### config.mk
export PLATFORM = sky130hd
export DESIGN_NAME = n64_vbus_tx
export DESIGN_NICKNAME = d
export VERILOG_FILES = /design/src/rtl/n64_vbus_tx_pkg.sv /design/src/rtl/n64_vtiming_gen.sv /design/src/rtl/n64_vbus_tx.sv
export SDC_FILE = /design/constraint.sdc
export NUM_CORES = 1
export LEC_CHECK = 0
export CORE_MARGIN = 2
export CORE_UTILIZATION = 49
export CTS_CLUSTER_SIZE = 40
export DETAILED_ROUTE_END_ITERATION = 10
export GPL_ROUTABILITY_DRIVEN = 1
export PLACE_DENSITY = 0.8
export SLEW_MARGIN = 10
export SYNTH_ARGS = -nofsm -noshare
export SYNTH_HDL_FRONTEND = slang
export SYNTH_SLANG_ARGS = --single-unit
### constraint.sdc
create_clock -name N64_CLK_i -period 2.05 [get_ports N64_CLK_i]
set_clock_uncertainty 0.1 [all_clocks]
set_input_delay 0.3075 -clock N64_CLK_i [delete_from_list [all_inputs] [get_ports N64_CLK_i]]
set_output_delay 0.3075 -clock N64_CLK_i [all_outputs]
set_load 0.02 [all_outputs]
### src/rtl/n64_vbus_tx_pkg.sv
// Shared constants for the N64 multiplexed video bus: VD width, sync-bit positions and
// the 240p timing defaults.
package n64_vbus_tx_pkg;

  localparam int unsigned VdWidth    = 7;
  localparam int unsigned VdVsyncBit = 3;
  localparam int unsigned VdClampBit = 2;
  localparam int unsigned VdHsyncBit = 1;
  localparam int unsigned VdCsyncBit = 0;

  // NTSC 240p
  localparam int unsigned NtscHTotal    = 773;
  localparam int unsigned NtscHSyncLen  = 57;
  localparam int unsigned NtscClampLen  = 8;
  localparam int unsigned NtscHActStart = 108;
  localparam int unsigned NtscHActLen   = 640;
  localparam int unsigned NtscVTotal    = 263;
  localparam int unsigned NtscVSyncLen  = 3;
  localparam int unsigned NtscVActStart = 19;
  localparam int unsigned NtscVActLen   = 240;

  // PAL 240p-style progressive
  localparam int unsigned PalHTotal    = 794;
  localparam int unsigned PalHSyncLen  = 57;
  localparam int unsigned PalClampLen  = 8;
  localparam int unsigned PalHActStart = 128;
  localparam int unsigned PalHActLen   = 640;
  localparam int unsigned PalVTotal    = 313;
  localparam int unsigned PalVSyncLen  = 3;
  localparam int unsigned PalVActStart = 43;
  localparam int unsigned PalVActLen   = 240;

  typedef struct packed {
    logic n_vsync;
    logic n_clamp;
    logic n_hsync;
    logic n_csync;
  } sync_t;

  function automatic logic [VdWidth-1:0] pack_sync(sync_t s);
    logic [VdWidth-1:0] r;
    r             = '0;
    r[VdVsyncBit] = s.n_vsync;
    r[VdClampBit] = s.n_clamp;
    r[VdHsyncBit] = s.n_hsync;
    r[VdCsyncBit] = s.n_csync;
    return r;
  endfunction

endpackage

### src/rtl/n64_vtiming_gen.sv
// Phase/slot/line counters for the N64 video bus, plus the derived sync and active flags.
module n64_vtiming_gen
  import n64_vbus_tx_pkg::*;
#(
  parameter int unsigned H_TOTAL     = NtscHTotal,
  parameter int unsigned H_SYNC_LEN  = NtscHSyncLen,
  parameter int unsigned CLAMP_LEN   = NtscClampLen,
  parameter int unsigned H_ACT_START = NtscHActStart,
  parameter int unsigned H_ACT_LEN   = NtscHActLen,
  parameter int unsigned V_TOTAL     = NtscVTotal,
  parameter int unsigned V_SYNC_LEN  = NtscVSyncLen,
  parameter int unsigned V_ACT_START = NtscVActStart,
  parameter int unsigned V_ACT_LEN   = NtscVActLen
) (
  input  logic       clk_i,
  input  logic       rst_i,
  input  logic       en_i,
  output logic       run_o,
  output logic [1:0] phase_o,
  output sync_t      sync_o,
  output logic       active_o,
  output logic       origin_o
);

  localparam logic [9:0] HLast     = 10'(H_TOTAL - 1);
  localparam logic [8:0] VLast     = 9'(V_TOTAL - 1);
  localparam logic [9:0] HSyncEnd  = 10'(H_SYNC_LEN);
  localparam logic [9:0] ClampEnd  = 10'(H_SYNC_LEN + CLAMP_LEN);
  localparam logic [9:0] HActStart = 10'(H_ACT_START);
  localparam logic [9:0] HActEnd   = 10'(H_ACT_START + H_ACT_LEN);
  localparam logic [8:0] VSyncEnd  = 9'(V_SYNC_LEN);
  localparam logic [8:0] VActStart = 9'(V_ACT_START);
  localparam logic [8:0] VActEnd   = 9'(V_ACT_START + V_ACT_LEN);

  logic       run_q, run_d;
  logic [1:0] phase_q, phase_d;
  logic [9:0] h_q, h_d;
  logic [8:0] v_q, v_d;

  always_comb begin
    run_d   = run_q;
    phase_d = phase_q;
    h_d     = h_q;
    v_d     = v_q;
    if (!run_q) begin
      run_d = en_i;
    end else if (phase_q == 2'd3) begin
      phase_d = 2'd0;
      // EN_i is only honoured at a slot boundary so a started slot always completes.
      if (!en_i) begin
        run_d = 1'b0;
        h_d   = '0;
        v_d   = '0;
      end else if (h_q == HLast) begin
        h_d = '0;
        v_d = (v_q == VLast) ? 9'd0 : v_q + 9'd1;
      end else begin
        h_d = h_q + 10'd1;
      end
    end else begin
      phase_d = phase_q + 2'd1;
    end
  end

  always_ff @(posedge clk_i) begin
    if (rst_i) begin
      run_q   <= 1'b0;
      phase_q <= 2'd0;
      h_q     <= '0;
      v_q     <= '0;
    end else begin
      run_q   <= run_d;
      phase_q <= phase_d;
      h_q     <= h_d;
      v_q     <= v_d;
    end
  end

  always_comb begin
    sync_o.n_hsync = (h_q >= HSyncEnd);
    sync_o.n_vsync = (v_q >= VSyncEnd);
    sync_o.n_csync = sync_o.n_hsync & sync_o.n_vsync;
    sync_o.n_clamp = !((h_q >= HSyncEnd) && (h_q < ClampEnd) && sync_o.n_vsync);
  end

  assign run_o    = run_q;
  assign phase_o  = phase_q;
  assign active_o = (h_q >= HActStart) && (h_q < HActEnd) && (v_q >= VActStart) &&
                    (v_q < VActEnd);
  assign origin_o = (h_q == 10'd0) && (v_q == 9'd0);

endmodule

### src/rtl/n64_vbus_tx.sv
// N64 digital video bus transmitter: serialises sync/R/G/B phases onto VD with the nVDSYNC
// strobe and pulls active pixels over a valid/ready handshake.
module n64_vbus_tx
  import n64_vbus_tx_pkg::*;
#(
  parameter int unsigned H_TOTAL     = NtscHTotal,
  parameter int unsigned H_SYNC_LEN  = NtscHSyncLen,
  parameter int unsigned CLAMP_LEN   = NtscClampLen,
  parameter int unsigned H_ACT_START = NtscHActStart,
  parameter int unsigned H_ACT_LEN   = NtscHActLen,
  parameter int unsigned V_TOTAL     = NtscVTotal,
  parameter int unsigned V_SYNC_LEN  = NtscVSyncLen,
  parameter int unsigned V_ACT_START = NtscVActStart,
  parameter int unsigned V_ACT_LEN   = NtscVActLen
) (
  input  logic        N64_CLK_i,
  input  logic        N64_RST_i,
  input  logic        EN_i,
  input  logic [20:0] PX_DATA_i,
  input  logic        PX_VALID_i,
  output logic        PX_READY_o,
  output logic        nVDSYNC_o,
  output logic [6:0]  VD_o,
  output logic        FRAME_START_o,
  output logic        UNDERFLOW_o,
  input  logic        UNDERFLOW_CLR_i
);

  if (H_TOTAL > 1024 || V_TOTAL > 512) begin : g_param_check
    $error("n64_vbus_tx: H_TOTAL must be <= 1024 and V_TOTAL <= 512");
  end

  logic       run;
  logic [1:0] phase;
  sync_t      sync;
  logic       active;
  logic       origin;

  n64_vtiming_gen #(
    .H_TOTAL     (H_TOTAL),
    .H_SYNC_LEN  (H_SYNC_LEN),
    .CLAMP_LEN   (CLAMP_LEN),
    .H_ACT_START (H_ACT_START),
    .H_ACT_LEN   (H_ACT_LEN),
    .V_TOTAL     (V_TOTAL),
    .V_SYNC_LEN  (V_SYNC_LEN),
    .V_ACT_START (V_ACT_START),
    .V_ACT_LEN   (V_ACT_LEN)
  ) u_timing (
    .clk_i    (N64_CLK_i),
    .rst_i    (N64_RST_i),
    .en_i     (EN_i),
    .run_o    (run),
    .phase_o  (phase),
    .sync_o   (sync),
    .active_o (active),
    .origin_o (origin)
  );

  logic        nvdsync_q, nvdsync_d;
  logic [6:0]  vd_q, vd_d;
  logic        frame_start_q, frame_start_d;
  logic        underflow_q, underflow_d;
  logic [20:0] px_q, px_d;
  logic        slot_take;

  assign slot_take  = run && (phase == 2'd0) && active;
  assign PX_READY_o = slot_take;

  always_comb begin
    nvdsync_d     = 1'b1;
    vd_d          = '0;
    frame_start_d = 1'b0;
    px_d          = px_q;
    underflow_d   = underflow_q;
    if (UNDERFLOW_CLR_i) underflow_d = 1'b0;
    if (run) begin
      unique case (phase)
        2'd0: begin
          nvdsync_d     = 1'b0;
          vd_d          = pack_sync(sync);
          frame_start_d = origin;
          // Blanking and starved slots both carry black on the colour phases.
          px_d          = (slot_take && PX_VALID_i) ? PX_DATA_i : 21'd0;
          if (slot_take && !PX_VALID_i) underflow_d = 1'b1;
        end
        2'd1: vd_d = px_q[20:14];
        2'd2: vd_d = px_q[13:7];
        2'd3: vd_d = px_q[6:0];
      endcase
    end
  end

  always_ff @(posedge N64_CLK_i) begin
    if (N64_RST_i) begin
      nvdsync_q     <= 1'b1;
      vd_q          <= '0;
      frame_start_q <= 1'b0;
      underflow_q   <= 1'b0;
      px_q          <= '0;
    end else begin
      nvdsync_q     <= nvdsync_d;
      vd_q          <= vd_d;
      frame_start_q <= frame_start_d;
      underflow_q   <= underflow_d;
      px_q          <= px_d;
    end
  end

  assign nVDSYNC_o     = nvdsync_q;
  assign VD_o          = vd_q;
  assign FRAME_START_o = frame_start_q;
  assign UNDERFLOW_o   = underflow_q;

endmodule

==> out/results.ini <==
[outcome]
status = finished with violations
violations = setup timing

[detailed_routing]
ant_nets = 0
firstDrtPassIters = 5
vias_per_cell = 5.65
drt-initial-drc-count = 171
wl_per_cell_um = 14.7
routed_wl_um = 6500
vias = 2497
route.detailed.drc = 0

[clocking]
insertion_delay_ns = 0.31
cts_hold_buf = 0
ctsHtreeMaxLevel = 2
cts.sinks = 53
cts_buffers = 5
clockBufferDepth = 2
cts.reportedPaths.clkPinSlew_ns = 0.10
cts_tree = yes
cts_root_buf = clkbuf_8

[global_route]
grt_max_degree = 23
overflow = 0
grt_pass1_vias = 2347
antenna_found_initial = 0
track_usage_pct = 22.0
grt_first_pass_wirelength_um = 10600

[placement]
place.gp.congestion = 0.913
pre_cts_ws_ns = -0.298
dp_cells = 434
io_buffers = 36
hpwl_um = 4860

[critical_path]
critPathLaunchType = flip-flop
path_class = reg2out
crit_buf_inv = 1
critPathMaxFanout = 2
endpoint_kind = output pin
crit_path_top_delay_cell = or4_1
critPathTopFamily = compound AO/OA/AOI/OAI gates
worst_ep_arrival_time_ns = 1.85
crit_chain = ha_4 -> or4_1 -> o221a_1 -> o211ai_2 -> nor2_4 -> buf_6
max_stage_delay_ns = 0.40
worstPathRequired_ns = 1.64

[cells_and_area]
multi_input_area_um2 = 1490
utilization_pct = 66.6
layout-drive-gt1-share_pct = 22.3
stdcell_count = 442
ff_latch_area_um2 = 1060
syn_to_final_growth_pct = 29.5
nNetsFinal = 409
antenna_cells = 0
nFillCells = 419

[synthesis]
syn_avg_cell_area_um2 = 8.67
synthesis.nets = 345
synth_seq_area_share_pct = 39.9
synth_seq_cells = 53
synth_cell_types = 54
syn_area_um2 = 2660
ys.flop_type = dfxtp_1
ys_warn_count = 0
netlist_instances = 307
synth-async-reset-ratio_pct = 0
synth-edff-count = 0

[power_and_ir_drop]
peakVddDrop_uv = 424
cellPowerDensity_nw_per_um2 = 526
p_leak_nw = 1.25

[worst_hold_path]
hp-class = reg2reg

[flow_run]
maxCapViolations = 0

[sta]
finalSetupViolCount = 21
hold_viol = 0
tightest_slew_ns = 0.376
rsz0062_at_grt = true
layout_setup_ws_ns = -0.210
finalSetupTns_ns = -0.515
slew_viol_final = 0
fin_crit_ns = 2.26
holdWs_ns = 0.361
max-slew-margin-rel_pct = 74.7
final_min_period_over_clock_period_pct = 110
max_freq_ghz = 0.442

[die]
row_count = 26
die_x_um = 77.7
die_h_um = 77.7
dieArea_um2 = 6040
start_util_pct = 51.5
io_pins = 37
design.core.area_um2 = 5170

[logic make-up after synthesis]
group | Yosys count | share of synthesized area [%]
multiplexers | 2 | 0.752
AO/OA/AOI/OAI | 67 | 20.0
flip-flops | 53 | 39.9
AND/OR/NAND/NOR | 131 | 25.5
XOR/XNOR | 8 | 2.63
adder cells (fa/ha/maj) | 12 | 5.64
buffers and inverters | 34 | 5.59
[placed cells by master, fill, tap and decap left out, drive strengths merged, types with 3 or more instances in the layout]
cell type	netlist	layout
nand3	31	31
a222oi	6	6
nor4b	4	4
clkbuf	14	5
nor4	8	8
buf	5	41
inv	15	16
a21oi	8	8
dfxtp	53	53
xnor2	6	6
nor3	5	5
o311ai	3	3
o21ai	26	26
nor3b	3	3
nand2b	4	4
or3	3	3
nand2	37	37
ha	12	12
o211ai	7	7
nand4	5	5
nor2	20	20
clkdlybuf4s50	0	35
[metrics by stage]
step                      power [mW]  area, um2
after floorplan                 1.15       2680
after global placement          1.24       3340
after detailed placement        1.25       3340
after CTS                       1.82       3430
after global routing            1.88       3450
final                           1.81       3450
[state kept, by name (all words and copies together), names as in the netlist]
signal / count
VD_o: 7
UNDERFLOW_o: 1
nVDSYNC_o: 1
u_timing.run_o: 1
u_timing.v_q: 9
u_timing.h_q: 10
px_q: 21
u_timing.phase_o: 2
FRAME_START_o: 1
[worst paths after layout]
check                                from                      to  slack (ns)  depth (start not counted)
max          u_timing.v_q[1]$_SDFFE_PP0P_              PX_READY_o       -0.21                          6
min reg2reg          px_q[0]$_SDFFE_PP0P_    px_q[0]$_SDFFE_PP0P_        0.36                          2
max reg2reg  u_timing.v_q[1]$_SDFFE_PP0P_  UNDERFLOW_o$_SDFF_PP0_       -0.05                          6
min                  px_q[0]$_SDFFE_PP0P_    px_q[0]$_SDFFE_PP0P_        0.36                          2
[power by group]
| part | switching [mW] | internal, mW | leakage (nW) |
|---|---|---|---|
| Combinational | 0.0940 | 0.0874 | 0.772 |
| Clock | 0.345 | 0.243 | 0.0445 |
| Sequential | 0.00692 | 1.04 | 0.429 |
| Total | 0.446 | 1.37 | 1.25 |
[cells in the mapped netlist (3+ instances only)]
cell	instances	area, um2
nor3_1	5	25.0
nor4b_1	4	35.0
o21ai_1	4	20.0
nand3_1	31	155
dfxtp_1	53	1060
nor4_1	7	43.8
clkbuf_1	14	52.6
a222oi_1	6	60.1
o21ai_2	20	175
nor3b_1	3	22.5
ha_1	12	150
nor2_1	20	75.1
nand4_1	5	31.3
a21oi_1	8	40.0
xnor2_1	6	52.6
nand2_1	36	135
inv_1	15	56.3
nand2b_1	4	25.0
o211ai_1	6	45.0
[area by class of cell]
type	instances	area share (%)
sequential	53	30.9
timing repair buffer	76	19.2
clock inverter	3	0.617
multi-input combinational	220	43.1
inverter	15	1.63
tap	70	2.54
clock buffer	5	2.00
[per-layer routing]
layer	vias up	part of all wire (%)	GRT usage [%]
met4	0	1.0	6.96
met1	1166	45	28.8
met5	-	0	0
met2	82	47	35.6
met3	7	6.7	5.23
li1	1242	-	-
[timing repair]
item                       4_1_cts  5_1_grt
setup endpoints to repair       23       27
gates resized for setup          6        3
buffers inserted                 1        1
pin swaps                        2        3
[worst min-delay path, delay by kind of cell, from the launching register on]
kind	cells	cell delay, ns
AOI/OAI and AO/OA	1	0.05
DFF	1	0.33
and+or+nand+nor	1	0.05
Power figures use the tool's default switching activity.
